==> config.mk <==
export PLATFORM = sky130hd
export DESIGN_NAME = bram_img_loader_flat
export DESIGN_NICKNAME = d
export VERILOG_FILES = /design/src/rtl/bram_img_loader_if.sv /design/src/rtl/bram_img_loader.sv /design/src/flat_wrapper.sv
export SDC_FILE = /design/constraint.sdc
export NUM_CORES = 1
export LEC_CHECK = 0
export ABC_CLOCK_PERIOD_IN_PS = 1700
export CORE_ASPECT_RATIO = 1.75
export CORE_MARGIN = 10
export CORE_UTILIZATION = 47
export CTS_CLUSTER_SIZE = 30
export DETAILED_ROUTE_END_ITERATION = 7
export MAX_ROUTING_LAYER = met4
export PLACE_DENSITY = 0.77
export SYNTH_ARGS = -nofsm -noshare
export SYNTH_HDL_FRONTEND = slang
export SYNTH_SLANG_ARGS = --single-unit
==> constraint.sdc <==
create_clock -name clka -period 1.7 [get_ports clka]
set_input_delay 0.34 -clock clka [delete_from_list [all_inputs] [get_ports clka]]
set_output_delay 0.34 -clock clka [all_outputs]
set_load 0.02 [all_outputs]
==> src/rtl/bram_img_loader_if.sv <==
// Pixel stream (valid/ready) and BRAM port A write bus of the disparity-map loader.
// master = pixel source / BRAM side, slave = the loader itself.
interface bram_img_loader_if #(
   parameter int ADDR_W = 32
) ();
   logic              s_valid;
   logic              s_sof;
   logic [7:0]        s_data;
   logic              s_ready;
   logic              ena;
   logic [3:0]        wea;
   logic [ADDR_W-1:0] addra;
   logic [31:0]       dina;

   modport master (
      output s_valid, s_sof, s_data,
      input  s_ready, ena, wea, addra, dina
   );

   modport slave (
      input  s_valid, s_sof, s_data,
      output s_ready, ena, wea, addra, dina
   );
endinterface

==> src/rtl/bram_img_loader.sv <==
// Packs an 8-bit pixel stream four-per-word into the disparity-map BRAM and
// pulses go/done with the latched window size once a full frame is stored.
module bram_img_loader #(
   parameter int IMG_COLS  = 640,
   parameter int IMG_ROWS  = 480,
   parameter int BASE_ADDR = 0,
   parameter int ADDR_W    = 32
) (
   input  logic             clka,
   input  logic             reset,
   input  logic             start,
   input  logic [2:0]       window,
   input  logic             abort,
   bram_img_loader_if.slave bus,
   output logic             go,
   output logic [2:0]       window_out,
   output logic             busy,
   output logic             done,
   output logic             err
);
   localparam int WORDS  = IMG_ROWS * IMG_COLS / 4;
   localparam int COL_W  = (IMG_COLS > 1) ? $clog2(IMG_COLS) : 1;
   localparam int ROW_W  = (IMG_ROWS > 1) ? $clog2(IMG_ROWS) : 1;
   localparam int WORD_W = (WORDS > 1) ? $clog2(WORDS) : 1;

   typedef enum logic [2:0] {
      S_IDLE     = 3'd0,
      S_WAIT_SOF = 3'd1,
      S_LOAD     = 3'd2,
      S_LAST     = 3'd3,
      S_KICK     = 3'd4
   } state_t;

   state_t              state_q, state_d;
   logic [COL_W-1:0]    col_q, col_d;
   logic [ROW_W-1:0]    row_q, row_d;
   logic [WORD_W-1:0]   word_q, word_d;
   logic [23:0]         pack_q, pack_d;
   logic [2:0]          win_q, win_d;
   logic                err_q, err_d;
   logic                go_q, go_d;
   logic                busy_q, busy_d;
   logic                rdy_q, rdy_d;
   logic                ena_q, ena_d;
   logic [3:0]          wea_q, wea_d;
   logic [ADDR_W-1:0]   addra_q, addra_d;
   logic [31:0]         dina_q, dina_d;
   logic                beat_s;

   function automatic logic window_legal(input logic [2:0] w);
      case (w)
         3'b011, 3'b101, 3'b111: window_legal = 1'b1;
         default:                window_legal = 1'b0;
      endcase
   endfunction

   assign beat_s = bus.s_valid & rdy_q;

   // Next state, counters, packing and the one-deep write stage.
   always_comb begin
      state_d = state_q;
      col_d   = col_q;
      row_d   = row_q;
      word_d  = word_q;
      pack_d  = pack_q;
      win_d   = win_q;
      err_d   = err_q;
      ena_d   = 1'b0;
      wea_d   = 4'h0;
      addra_d = '0;
      dina_d  = 32'h0000_0000;
      if (abort) begin
         state_d = S_IDLE;
         col_d   = '0;
         row_d   = '0;
         word_d  = '0;
         pack_d  = 24'h00_0000;
      end else begin
         case (state_q)
            S_IDLE: begin
               if (start && window_legal(window)) begin
                  win_d   = window;
                  err_d   = 1'b0;
                  col_d   = '0;
                  row_d   = '0;
                  word_d  = '0;
                  pack_d  = 24'h00_0000;
                  state_d = S_WAIT_SOF;
               end else if (start) begin
                  err_d = 1'b1;
               end else begin
                  state_d = S_IDLE;
               end
            end
            S_WAIT_SOF: begin
               if (beat_s && bus.s_sof) begin
                  pack_d  = {16'h0000, bus.s_data};
                  col_d   = COL_W'(1);
                  row_d   = '0;
                  word_d  = '0;
                  state_d = S_LOAD;
               end else begin
                  state_d = S_WAIT_SOF;
               end
            end
            S_LOAD: begin
               // A stray start-of-frame resyncs: partial word dropped, beat becomes pixel 0.
               if (beat_s && bus.s_sof) begin
                  err_d  = 1'b1;
                  pack_d = {16'h0000, bus.s_data};
                  col_d  = COL_W'(1);
                  row_d  = '0;
                  word_d = '0;
               end else if (beat_s) begin
                  case (col_q[1:0])
                     2'd0: pack_d[7:0]   = bus.s_data;
                     2'd1: pack_d[15:8]  = bus.s_data;
                     2'd2: pack_d[23:16] = bus.s_data;
                     2'd3: begin
                        ena_d   = 1'b1;
                        wea_d   = 4'hF;
                        addra_d = ADDR_W'(BASE_ADDR) + ADDR_W'(word_q);
                        dina_d  = {bus.s_data, pack_q};
                        if (word_q == WORD_W'(WORDS - 1)) begin
                           word_d  = '0;
                           state_d = S_LAST;
                        end else begin
                           word_d = word_q + WORD_W'(1);
                        end
                     end
                     default: pack_d = pack_q;
                  endcase
                  if (col_q == COL_W'(IMG_COLS - 1)) begin
                     col_d = '0;
                     if (row_q == ROW_W'(IMG_ROWS - 1)) begin
                        row_d = '0;
                     end else begin
                        row_d = row_q + ROW_W'(1);
                     end
                  end else begin
                     col_d = col_q + COL_W'(1);
                  end
               end else begin
                  state_d = S_LOAD;
               end
            end
            S_LAST:  state_d = S_KICK;
            S_KICK:  state_d = S_IDLE;
            default: state_d = S_IDLE;
         endcase
      end
      rdy_d  = (state_d == S_WAIT_SOF) || (state_d == S_LOAD);
      busy_d = (state_d != S_IDLE);
      go_d   = (state_d == S_KICK);
   end

   // State, counters and registered outputs; reset clears everything at once.
   always_ff @(posedge clka or negedge reset) begin
      if (!reset) begin
         state_q <= S_IDLE;
         col_q   <= '0;
         row_q   <= '0;
         word_q  <= '0;
         pack_q  <= 24'h00_0000;
         win_q   <= 3'b000;
         err_q   <= 1'b0;
         go_q    <= 1'b0;
         busy_q  <= 1'b0;
         rdy_q   <= 1'b0;
         ena_q   <= 1'b0;
         wea_q   <= 4'h0;
         addra_q <= '0;
         dina_q  <= 32'h0000_0000;
      end else begin
         state_q <= state_d;
         col_q   <= col_d;
         row_q   <= row_d;
         word_q  <= word_d;
         pack_q  <= pack_d;
         win_q   <= win_d;
         err_q   <= err_d;
         go_q    <= go_d;
         busy_q  <= busy_d;
         rdy_q   <= rdy_d;
         ena_q   <= ena_d;
         wea_q   <= wea_d;
         addra_q <= addra_d;
         dina_q  <= dina_d;
      end
   end

   assign bus.s_ready = rdy_q;
   assign bus.ena     = ena_q;
   assign bus.wea     = wea_q;
   assign bus.addra   = addra_q;
   assign bus.dina    = dina_q;
   assign go          = go_q;
   assign done        = go_q;
   assign busy        = busy_q;
   assign err         = err_q;
   assign window_out  = win_q;
endmodule

==> src/flat_wrapper.sv <==
// flat-port wrapper written by rule: the top's interface ports become plain ports
module bram_img_loader_flat 
#(
   parameter int IMG_COLS  = 640,
   parameter int IMG_ROWS  = 480,
   parameter int BASE_ADDR = 0,
   parameter int ADDR_W    = 32
)
  (clka, reset, start, window, abort, go, window_out, busy, done, err, bus_s_valid, bus_s_sof, bus_s_data, bus_s_ready, bus_ena, bus_wea, bus_addra, bus_dina);
  bram_img_loader_if #(.ADDR_W(ADDR_W)) bus_i ();
  input  logic clka;
  input  logic reset;
  input  logic start;
  input  logic [2:0] window;
  input  logic abort;
  output logic go;
  output logic [2:0] window_out;
  output logic busy;
  output logic done;
  output logic err;
  input wire logic [$bits(bus_i.s_valid)-1:0] bus_s_valid;
  input wire logic [$bits(bus_i.s_sof)-1:0] bus_s_sof;
  input wire logic [$bits(bus_i.s_data)-1:0] bus_s_data;
  output wire logic [$bits(bus_i.s_ready)-1:0] bus_s_ready;
  output wire logic [$bits(bus_i.ena)-1:0] bus_ena;
  output wire logic [$bits(bus_i.wea)-1:0] bus_wea;
  output wire logic [$bits(bus_i.addra)-1:0] bus_addra;
  output wire logic [$bits(bus_i.dina)-1:0] bus_dina;
  assign bus_i.s_valid = bus_s_valid;
  assign bus_i.s_sof = bus_s_sof;
  assign bus_i.s_data = bus_s_data;
  assign bus_s_ready = bus_i.s_ready;
  assign bus_ena = bus_i.ena;
  assign bus_wea = bus_i.wea;
  assign bus_addra = bus_i.addra;
  assign bus_dina = bus_i.dina;
  bram_img_loader #(.IMG_COLS(IMG_COLS), .IMG_ROWS(IMG_ROWS), .BASE_ADDR(BASE_ADDR), .ADDR_W(ADDR_W)) u_core (.clka(clka), .reset(reset), .start(start), .window(window), .abort(abort), .bus(bus_i), .go(go), .window_out(window_out), .busy(busy), .done(done), .err(err));
endmodule
==> run summary, run 1 <==
The flow ran to the end, but the final reports show violations. The final reports fail on setup timing. The first detailed-routing pass took 5 iterations. Number of global-route vias before repair: 4241. The per-instance average area after synthesis works out to 10.7 sq um. The endpoint with the worst hold slack is u_core.bus.dina[23]. By startpoint and endpoint, the worst setup path is classified as reg2reg.

The final hold violation count is 0, and the number of buffers inserted by port buffering is 78. The power per cell area is 747 nW/um^2. The count of mapped cells out of synthesis came out at 446.

After detailed placement, the total cell area comes to 6190 sq um. The largest fanout on the critical path works out to 5. The run gives 39.7% as the share of total power in the clock network. The switching part of the total was 25.0%.

For the critical path arrival, the log shows 2.35 ns. The logs give 4770 sq um for the post-synthesis instance area and 0 for the number of antenna-violating nets in the routed design. The endpoint of the lowest-slack register-to-register path is u_core.word_q[8]. By area the synthesized netlist is led by sky130_fd_sc_hd__dfrtp_1 58%, sky130_fd_sc_hd__and2_1 6.7%, sky130_fd_sc_hd__nand2_1 4.4%. In this run the core area contains 48 standard-cell rows. For the maximum clock rate, the log shows 482 MHz.

The required time at the endpoint of the critical path was 1.98 ns; the total number of clock tree sinks was 111. The worst register-to-register path begins at u_core.state_q[1]. The total non-filler cell area in the finished layout was 7400 sq um.

At the pin with the least slew margin, the transition time is 0.536 ns. Combinational logic is responsible for 11.6% of the overall power. 0 antenna diodes ended up in the layout.

The slowest stage of the critical path is the sky130_fd_sc_hd__dfrtp_1 cell. The number of clock buffers added by TritonCTS is 9. The setup violation total in the final timing report came out at 96. Hold path depth: 1.

Summed over all nets, the half-perimeter wirelength after detailed placement is 8850 um. The max-slew violation total from the final report came out at 0. In the routed layout, each cell is associated on average with a via count of 5.78. IR analysis of the VDD net gives a maximum drop of 0.587 mV.

The most used flip-flop cell after synthesis is sky130_fd_sc_hd__dfrtp_1. The tools report the cell chosen for the clock root as sky130_fd_sc_hd__clkbuf_16. Cells with a size suffix above 1 make up 36.8% of the layout.

For this design the total switching power over the nets is 1.38 mW. The proportion of synthesized flip-flops having asynchronous set or reset came out at 100%. Setup slack on the worst reg-to-reg path comes out at -0.38 ns.

Launch point of the critical path: u_core.state_q[1]. The floorplan step defined a die boundary enclosing 14700 sq um. The run gives 48.1% as the initial standard-cell utilization of the core.

The worst setup path is captured at a flip-flop. The die width came out at 96.1 um. Cell type with the largest total area after synthesis: sky130_fd_sc_hd__dfrtp_1.

For the clock skew after layout, the log shows 0.00706 ns. The worst setup path is launched from a flip-flop. Final hold analysis gives a worst-case slack of 0.478 ns.

For this design the static power due to leakage is 3.40 nW. At the end of routability-driven placement, the weighted congestion stood at 0.833. For this run, design rule violations remaining after detail routing come to 0. The final layout contains 641 nets.

Yosys mapped the design onto 50 distinct sky130hd cell types. The register bit total from synthesis is 111. For this run, the number of Yosys warnings is 0. Counting along the longest clock path gives a buffer depth of 2. Most repeated library cell on the critical path: sky130_fd_sc_hd__buf_4. The count of flip-flops with a built-in enable after synthesis was 0; the share of Yosys cell area claimed by the top area cell type was 58.3%.

The floorplan step set the die height to 153 um. For this run, the total global-route usage over all layers was measured as 18.6%. The routed design could run at a clock period as short as 2.08 ns. The final worst-path cycle share is 122%, and the normalized max-slew margin is 64.3%. Entering global routing, the biggest net connects 39 pins. The number of antenna violations at the first check in global routing is 0, and the CTS clock-pin slew for the worst setup and hold paths is 0.07 ns.

The detailed router's first-iteration violation count was 343. TritonCTS built the clock tree. The run gives 48.7% as the sequential power share. Setup repair after global routing could not meet its margin everywhere.

The run gives 0 as the total overflow reported by the global router. The type of the most critical hold path was reg2reg. The final layout contains routed wiring with a total length of 16100 um.

Pin placement for this block handled 94 I/O pins. The relative area change from synthesis to final layout is 55.2%, and the clock latency of the later-clocked register in the worst-skew pair is 0.35 ns. The path depth of the worst reg2reg path is 8, and the total number of vias is 4327. Walking the worst path, the cells encountered are nand4b_1 > a32oi_2 > buf_4 > buf_6 > o2111ai_4 > buf_4 > or3_1 > a21oi_1.

The worst hold path begins at u_core.pack_q[23]. Cell internal power was estimated by the tool at 4.15 mW. The logs give -0.375 ns for the final worst slack and 3 for the H-tree depth. The logs give 0 for the number of maximum-capacitance violations and 9910 sq um for the area of the placeable core. After detailed routing, the average wire length per cell comes to 21.5 um. Summing internal, switching and leakage power gives 5.53 mW. The wire length of the first global-routing pass is 20900 um, and the largest stage delay on the critical path is 0.38 ns. Of the synthesized area, sequential elements account for 58.3%.
## logic make-up after synthesis
logic type	Yosys count	synth area share [%]
compound gates	87	11.8
xor+xnor	7	1.29
fa+ha+maj	5	1.31
buf+inv	46	5.67
flops	111	58.3
mux	4	0.918
other cells	1	0.0786
simple gates	185	20.7
## what timing repair did
action                     4_1_cts  5_1_grt
hold buffers                     1        0
setup buffers                   14       16
gates resized for setup         30      145
setup endpoints to repair      107      105
cloned                           4        8
hold endpoints to repair        35        0
pin swaps                       13       51
## layout make-up
type	instances	area [sq um]
Timing Repair inverter	1	11.3
Clock buffer	10	239
Inverter	7	31.3
Fill cell	598	2510
Multi-Input combinational cell	303	2230
Tap cell	125	156
Sequential cell	111	2780
Timing Repair Buffer	186	1880
Clock inverter	5	66.3
## critical path: cells and delay by family (launching register included)
kind	cells	cell delay (ns)
AOI/OAI and AO/OA	3	0.60
and+or+nand+nor	2	0.56
DFF	1	0.38
buffers and inverters	3	0.46
## metrics by stage
stage	setup TNS [ns]	util, %	setup slack [ns]	std cells
detailed placement	-51.35	62.5	-0.782	697
global route	-21.69	74.7	-0.429	748
floorplan	-0.482	-	-0.0772	460
finish	-15.33	74.7	-0.375	748
global placement	-47.80	62.5	-0.657	697
CTS	-12.89	68.4	-0.308	731
## metal layers
layer	GRT usage (%)	routed length (um)	up-vias
li1	-	-	1846
met1	18.1	5320	2133
met2	33.9	8900	272
met3	3.14	1050	76
met4	8.33	850	0
met5	-	0	-
## Yosys cell counts (3+ instances only)
library cell and number:
sky130_fd_sc_hd__o21ai_0 38, sky130_fd_sc_hd__or2_2 4, sky130_fd_sc_hd__o21a_1 3, sky130_fd_sc_hd__o2111ai_1 4, sky130_fd_sc_hd__nand3_1 11, sky130_fd_sc_hd__buf_2 11
sky130_fd_sc_hd__a21oi_1 13, sky130_fd_sc_hd__and2_1 51, sky130_fd_sc_hd__or3_1 7, sky130_fd_sc_hd__xor2_1 7, sky130_fd_sc_hd__nor3_1 3, sky130_fd_sc_hd__o221ai_1 3
sky130_fd_sc_hd__o31ai_1 4, sky130_fd_sc_hd__clkbuf_1 5, sky130_fd_sc_hd__dfrtp_1 111, sky130_fd_sc_hd__or4_1 4, sky130_fd_sc_hd__mux2_2 3, sky130_fd_sc_hd__nor4_1 3
sky130_fd_sc_hd__nor2_1 20, sky130_fd_sc_hd__o211ai_1 5, sky130_fd_sc_hd__nand2b_1 3, sky130_fd_sc_hd__nand4_1 5, sky130_fd_sc_hd__and3_1 7, sky130_fd_sc_hd__inv_1 7
sky130_fd_sc_hd__buf_4 22, sky130_fd_sc_hd__ha_1 5, sky130_fd_sc_hd__and4_1 3, sky130_fd_sc_hd__nand2_1 56
## cell usage in the layout, fill, tap and decap left out, types with 3 or more instances in the layout
cell type / netlist / routed
sky130_fd_sc_hd__and3_1: 7 / 5
sky130_fd_sc_hd__dlygate4sd2_1: 0 / 9
sky130_fd_sc_hd__and2_1: 51 / 27
sky130_fd_sc_hd__clkbuf_16: 0 / 13
sky130_fd_sc_hd__buf_6: 0 / 19
sky130_fd_sc_hd__a21oi_2: 2 / 6
sky130_fd_sc_hd__nand2_4: 0 / 4
sky130_fd_sc_hd__o211ai_1: 5 / 5
sky130_fd_sc_hd__dfrtp_1: 111 / 108
sky130_fd_sc_hd__clkdlybuf4s50_1: 0 / 67
sky130_fd_sc_hd__or2_2: 4 / 3
sky130_fd_sc_hd__nand3_1: 11 / 10
sky130_fd_sc_hd__o21ai_0: 38 / 11
sky130_fd_sc_hd__and2_4: 0 / 24
sky130_fd_sc_hd__buf_8: 0 / 3
sky130_fd_sc_hd__or3_1: 7 / 4
sky130_fd_sc_hd__nand2_1: 56 / 43
sky130_fd_sc_hd__and4_1: 3 / 3
sky130_fd_sc_hd__a21oi_1: 13 / 7
sky130_fd_sc_hd__buf_12: 0 / 8
sky130_fd_sc_hd__dfrtp_2: 0 / 3
sky130_fd_sc_hd__o21ai_1: 0 / 14
sky130_fd_sc_hd__or4_1: 4 / 3
sky130_fd_sc_hd__conb_1: 1 / 15
sky130_fd_sc_hd__nand4_1: 5 / 5
sky130_fd_sc_hd__inv_1: 7 / 6
sky130_fd_sc_hd__or3_4: 0 / 3
sky130_fd_sc_hd__buf_4: 22 / 70
sky130_fd_sc_hd__o21ai_2: 1 / 13
sky130_fd_sc_hd__nor2_1: 20 / 18
sky130_fd_sc_hd__o31ai_1: 4 / 3
sky130_fd_sc_hd__ha_1: 5 / 4
sky130_fd_sc_hd__o21a_1: 3 / 3
sky130_fd_sc_hd__xor2_1: 7 / 6
sky130_fd_sc_hd__nand2_2: 0 / 9
## how the worst max path moves through the flow
stage / endpoint / slack [ns] / cells after the start
4_1_cts: u_core.word_q[16] / -0.31 / 7
3_3_place_gp: u_core.col_q[6] / -0.66 / 7
2_1_floorplan: u_core.window_out[1] / -0.08 / 5
5_1_grt: u_core.word_q[8] / -0.43 / 8
6_report: u_core.word_q[8] / -0.38 / 8
3_5_place_dp: u_core.col_q[8] / -0.78 / 7
## state kept, by name, summed over array words and instances, names as in the netlist, 3 cells and up
name	cells
u_core.state_q	3
u_core.bus.addra	17
u_core.word_q	17
u_core.col_q	10
u_core.bus.dina	32
u_core.window_out	3
u_core.pack_q	24
## power by group through the flow
stage	Clock (mW)	Sequential (mW)	Combinational, mW
detailed placement	0	2.74	0.490
global route	2.30	2.70	0.679
CTS	2.18	2.69	0.524
finish	2.20	2.69	0.640
global placement	0	2.74	0.478
floorplan	0	2.77	0.211
No activity file was read; power rests on OpenSTA's default activity.
==> run 2, diff against run 1 <==
- ABC_CLOCK_PERIOD_IN_PS: 1700 -> 2140
- CORE_UTILIZATION: 47 -> 52
- PLACE_DENSITY: 0.77 -> 0.8
- clock period: 1.7 -> 2.14 ns (I/O delays scaled with it)
==> run summary, run 2 (same netlist as run 1, synthesis figures left out) <==
H-tree depth: 3. The most common cell after layout, fill and taps aside is sky130_fd_sc_hd__dfrtp_1. The final hold violation count is 0, and the final worst slack is -0.0247 ns.

For this block, the via count after detailed routing is 3633. The cell sitting at the root of the clock tree is a sky130_fd_sc_hd__clkbuf_16. The multi-input combinational cells in the finished layout cover a total of 1820 sq um.

Global routing finished with a remaining overflow of 0. The maximum number of pins on one net before global-route repair is 45, and the all-layer global routing usage is 17.2%. In the layout the commonest cells are 111 x sky130_fd_sc_hd__dfrtp_1, 77 x sky130_fd_sc_hd__clkdlybuf4s50_1, 56 x sky130_fd_sc_hd__nand2_1. The area of the placeable core came out at 9040 sq um. Across the whole layout, storage elements account for 2780 sq um. The max-slew violation total from the final report is 0. The flow ran to the end, but the final reports show violations. The setup violation total in the final timing report was 1; the power per cell area was 656 nW/um^2. The number of flip-flops under the largest register name works out to 32. The HPWL after detailed placement came out at 8520 um. Maximum clock rate: 462 MHz. The total routed wirelength is 11200 um, and the routed length per placed instance is 16.4 um.

The number of nets in the final layout is 583. The die width was 92.4 um; the final worst-path cycle share was 101%. Final critical delay including setup and external delays: 2.16 ns.

At the worst endpoint, the required time is 2.42 ns. The number of global-route vias before repair was 3750; the largest fanout on the critical path was 6. Max-cap violations in this run came to 0.

The number of buffers on the longest clock path is 2, and the setup slack after placement is -0.443 ns. The CTS clock-pin slew for the worst setup and hold paths was 0.07 ns. The worst setup path is captured at a flip-flop. The initial utilization of the core area, before any placement, comes to 52.8%. Port buffering added 78 buffers. For this run, design rule violations remaining after detail routing come to 0. The total number of clock tree sinks was 111; the relative area change from synthesis to final layout was 31.3%. The floorplan step set the die height to 147 um.

The run gives 94 as the number of top-level pins. The average via count per standard cell was 5.30. The congestion estimate from routability-driven global placement came to 0.860. The wire length of the first global-routing pass was 18200 um. The clock arrives with 0.00658 ns of skew. The worst setup path is launched from an input pin.

The first routing iteration left 120 violations. Setup repair after global routing could not meet its margin everywhere. Iteration count of the initial detailed-routing pass: 7. Final design utilization: 69.3%. For the standby leakage power, the log shows 2.82 nW.

The slew at the pin closest to its max-slew limit is 0.533 ns, and the clock latency of the later-clocked register in the worst-skew pair is 0.35 ns. The critical path arrival came out at 2.45 ns. The checks that failed: setup timing.

Across the VDD grid, the largest voltage drop is 0.432 mV. The tightest min-delay check is of the in2async type. The number of antenna-violating nets in the routed design was 0; the total die area was 13600 sq um. Of the cells placed in the final design, the portion with a size suffix greater than 1 is 15.9%. The number of antenna diodes in the final layout is 0. The critical path in this run is classified as in2reg. In this run the tightest slew margin relative to its limit is 64.5%.

The tools report the count of fill cells added during filler insertion as 698. The number of antenna violations at the first check in global routing was 0. Clock tree synthesis inserted a total of 9 buffers. The initialized floorplan defines 46 standard-cell rows.

TritonCTS built the clock tree.
run 2: cell types whose count changed in the layout (fill, tap and decap cells not counted), moves of 14 or more:
cell | before | now
sky130_fd_sc_hd__and2_4 | 24 | 0
sky130_fd_sc_hd__and2_1 | 27 | 51
sky130_fd_sc_hd__buf_6 | 19 | 1
sky130_fd_sc_hd__buf_4 | 70 | 49
sky130_fd_sc_hd__o21ai_0 | 11 | 38
sky130_fd_sc_hd__o21ai_1 | 14 | 0
run 2: critical path: stages:
cell                              delay (ns)
sky130_fd_sc_hd__clkdlybuf4s50_1        0.48
sky130_fd_sc_hd__nand4b_1               0.15
sky130_fd_sc_hd__a32oi_2                0.36
sky130_fd_sc_hd__o211ai_1               0.21
sky130_fd_sc_hd__buf_4                  0.20
sky130_fd_sc_hd__or4_4                  0.49
sky130_fd_sc_hd__a21oi_2                0.13
run 2: worst paths after layout:
check | start | end | slack, ns | cells after the start
max reg2reg | u_core.state_q[1] | u_core.word_q[11] | 0.05 | 8
min | reset | u_core.bus.dina[30] | 0.06 | 1
max | bus_s_valid | u_core.word_q[11] | -0.02 | 7
min in group clka | u_core.pack_q[9] | u_core.pack_q[9] | 0.48 | 2
min reg2reg | u_core.pack_q[9] | u_core.pack_q[9] | 0.48 | 2
max in group asynchronous | reset | u_core.bus.dina[28] | 1.48 | 2
run 2: per-stage QoR:
stage	cells	hold WS (ns)	cell area, sq um	setup TNS [ns]	power (mW)
2_1_floorplan	460	0.132	4820	0	2.35
3_3_place_gp	664	0.449	5870	-18.42	2.52
3_5_place_dp	664	0.451	5870	-23.78	2.53
4_1_cts	683	0.0734	6190	0	4.13
5_1_grt	686	0.0843	6260	-0.135	4.26
6_report	686	0.0563	6260	-0.0247	4.11
run 2: area by class of cell:
class                      count  area share [%]
clock buffer                  10            3.82
clock inverter                 6           0.859
inverter                       7           0.420
multi-input combinational    303            29.1
sequential                   111            44.4
tap                          120            2.40
timing repair buffer         129            19.0
run 2: timing repair:
item / CTS / global route
gates resized for setup: 1 / 9
cloned: 0 / 0
setup endpoints to repair: 5 / 26
hold buffers: 0 / 0
pin swaps: 5 / 3
setup buffers: 3 / 3
run 2: routing by layer:
layer / track usage [%] / part of all wire (%) / vias up
met1: 17.4 / 36 / 1753
met2: 30.5 / 55 / 129
met5: - / 0 / -
met3: 4.16 / 5.8 / 24
li1: - / - / 1727
met4: 7.52 / 2.9 / 0
run 2: power breakdown:
group	leakage, nW	total (mW)	switching, mW	internal (mW)
registers	1.54	2.14	0.0170	2.12
logic	1.14	0.365	0.213	0.152
clock network	0.141	1.61	0.768	0.838
total	2.82	4.11	0.998	3.11
==> run 3, diff against run 2 <==
- CTS_BUF_LIST: unset -> sky130_fd_sc_hd__clkbuf_16
- SETUP_SLACK_MARGIN: unset -> 0.05
==> run summary, run 3 (same netlist as run 1, synthesis figures left out) <==
The fraction of final layout cells sized beyond drive strength 1 is 16.3%, and the total overflow reported by the global router is 0. The number of buffers on the longest clock path came out at 2. Number of antenna cells inserted: 0. Derived from the worst setup path, the maximum achievable clock frequency is 488 MHz. The H-tree depth was 3; the wire length of the first global-routing pass was 18200 um. The logs give 111 for the total number of clock tree sinks and 0 ns for the post-route setup TNS.

At the end of the flow, the number of nets in the layout was 588. The cell area reported after detailed placement was 5870 sq um; the slew at the pin closest to its max-slew limit was 0.530 ns. The initial utilization of the core area, before any placement, comes to 52.8%. The number of antenna violations at the first check in global routing was 0; the total power draw was 4.06 mW. Summing over every cut layer, the via total after detailed routing is 3621. TritonCTS built the clock tree. The run gives 688 as the count of fill cells added during filler insertion. The number of global-route vias before repair was 3733. The number of cells on the worst reg-to-reg path is 6. The flow ran to the end, and the final reports show no timing, DRC or antenna violations.

The tools report the total routed wirelength as 11200 um. The worst setup path is launched from an input pin. At the worst endpoint, the required time is 2.41 ns. From left edge to right edge, the die measures 92.4 um. For the flop-to-flop setup slack, the log shows 0.10 ns. Clock-pin slew was measured on the worst setup and hold paths at 0.07 ns.

Clock latency on the worst-skew pair, taken at its later pin, is 0.34 ns. The max-slew violation total from the final report is 0, and the iteration count of the initial detailed-routing pass is 4. The worst path uses 95.7% of the clock period. 94 I/O pins were placed. The count of buffers added on input and output ports is 78. The cell sitting at the root of the clock tree is a sky130_fd_sc_hd__clkbuf_16.

Leaving out fill and tap cells, the most frequent cell in the layout is sky130_fd_sc_hd__dfrtp_1. For the worst setup path, the data arrival time is 2.32 ns. The tools report the maximum number of pins on one net before global-route repair as 45. In this run the worst hold path is classified as in2async. The worst-case IR drop observed on VDD is 0.428 mV. The final design utilization came out at 69.6%. Die height: 147 um. Setup repair after global routing could not meet its margin everywhere. The routed design could run at a clock period as short as 2.05 ns. In this run the worst path has a maximum fanout of 4. The register with the most flip-flops in the layout has 32 of them.

HPWL after detailed placement: 8520 um. The analysis attributes to cell leakage a power of 2.86 nW. Detailed router's first-iteration violation count: 151.

Dividing the detail-routed via count by the number of cells gives 5.24. Buffers inserted to repair hold after CTS numbered 0. The die covers 13600 sq um. At the end of routability-driven placement, the weighted congestion stood at 0.860.

The final hold slack was 0.0584 ns. The power per cell area is 646 nW/um^2, and the clock skew after layout is 0.00524 ns. Global routing used 17.3% of the available tracks across all layers.

The tools report the normalized max-slew margin as 64.7%. Number of antenna-violating nets in the routed design: 0. The relative area change from synthesis to final layout is 31.9%, and the number of CTS-inserted buffers is 9. After detailed routing, the number of remaining DRC violations is 0. The total area inside the core boundary comes to 9040 sq um. The logs give 0 for the setup violation total in the final timing report and 0 for the number of maximum-capacitance violations.

For the floorplan row count, the log shows 46. Leaving out fill and tap cells, the most frequent cells in the layout are 111 x sky130_fd_sc_hd__dfrtp_1, 72 x sky130_fd_sc_hd__clkdlybuf4s50_1, 56 x sky130_fd_sc_hd__nand2_1. The class of the most critical setup path is in2reg. STA classifies the critical path endpoint as a flip-flop.

Dividing the detail-routed wire length by the instance count gives 16.3 um. After routing the design area is 6290 sq um. Final hold violation count: 0.
run 3: what timing repair did:
item	in CTS	in global routing
setup endpoints to repair	12	65
pin swaps	5	6
gates cloned	0	0
buffers inserted	4	7
gates resized for setup	6	9
run 3: stage by stage:
step                      std cells  setup slack (ns)
after floorplan                 460             0.237
after global placement          664            -0.313
after detailed placement        664            -0.443
after CTS                       684            0.0143
after global routing            691            0.0193
final                           691            0.0927
run 3: worst max-delay path, stage by stage:
cell,delay (ns)
sky130_fd_sc_hd__clkdlybuf4s50_1,0.47
sky130_fd_sc_hd__o211ai_1,0.11
sky130_fd_sc_hd__a32oi_2,0.28
sky130_fd_sc_hd__o2111ai_1,0.31
sky130_fd_sc_hd__buf_4,0.25
sky130_fd_sc_hd__or3_1,0.30
sky130_fd_sc_hd__a21oi_1,0.16
run 3: cell type report:
type	count	area [sq um]	share of cell area, %
Clock buffer	9	225	3.58
Sequential cell	111	2780	44.2
Clock inverter	7	57.6	0.915
Inverter	7	26.3	0.418
Tap cell	120	150	2.39
Timing Repair Buffer	134	1240	19.7
Multi-Input combinational cell	303	1820	28.9
run 3: power breakdown:
| group | leakage, nW | switching, mW | internal (mW) |
|---|---|---|---|
| registers | 1.54 | 0.0170 | 2.12 |
| logic | 1.19 | 0.213 | 0.152 |
| clock network | 0.135 | 0.758 | 0.801 |
| total | 2.86 | 0.988 | 3.07 |
run 3: worst paths after layout:
path | start | endpoint
setup reg to reg | u_core.state_q[1] | u_core.word_q[12]
hold reg to reg | u_core.pack_q[9] | u_core.pack_q[9]
hold / removal | reset | u_core.bus.dina[30]
max in group asynchronous | reset | u_core.bus.dina[14]
setup / recovery | window[1] | u_core.word_q[12]
min in group clka | window[2] | u_core.window_out[2]
run 3: metal layers:
layer / vias to the layer above / part of all wire (%) / GRT usage [%]
met2: 107 / 55 / 30.8
met5: - / 0 / -
met3: 20 / 5.3 / 4.26
li1: 1736 / - / -
met4: 0 / 2.7 / 7.21
met1: 1758 / 37 / 17.4
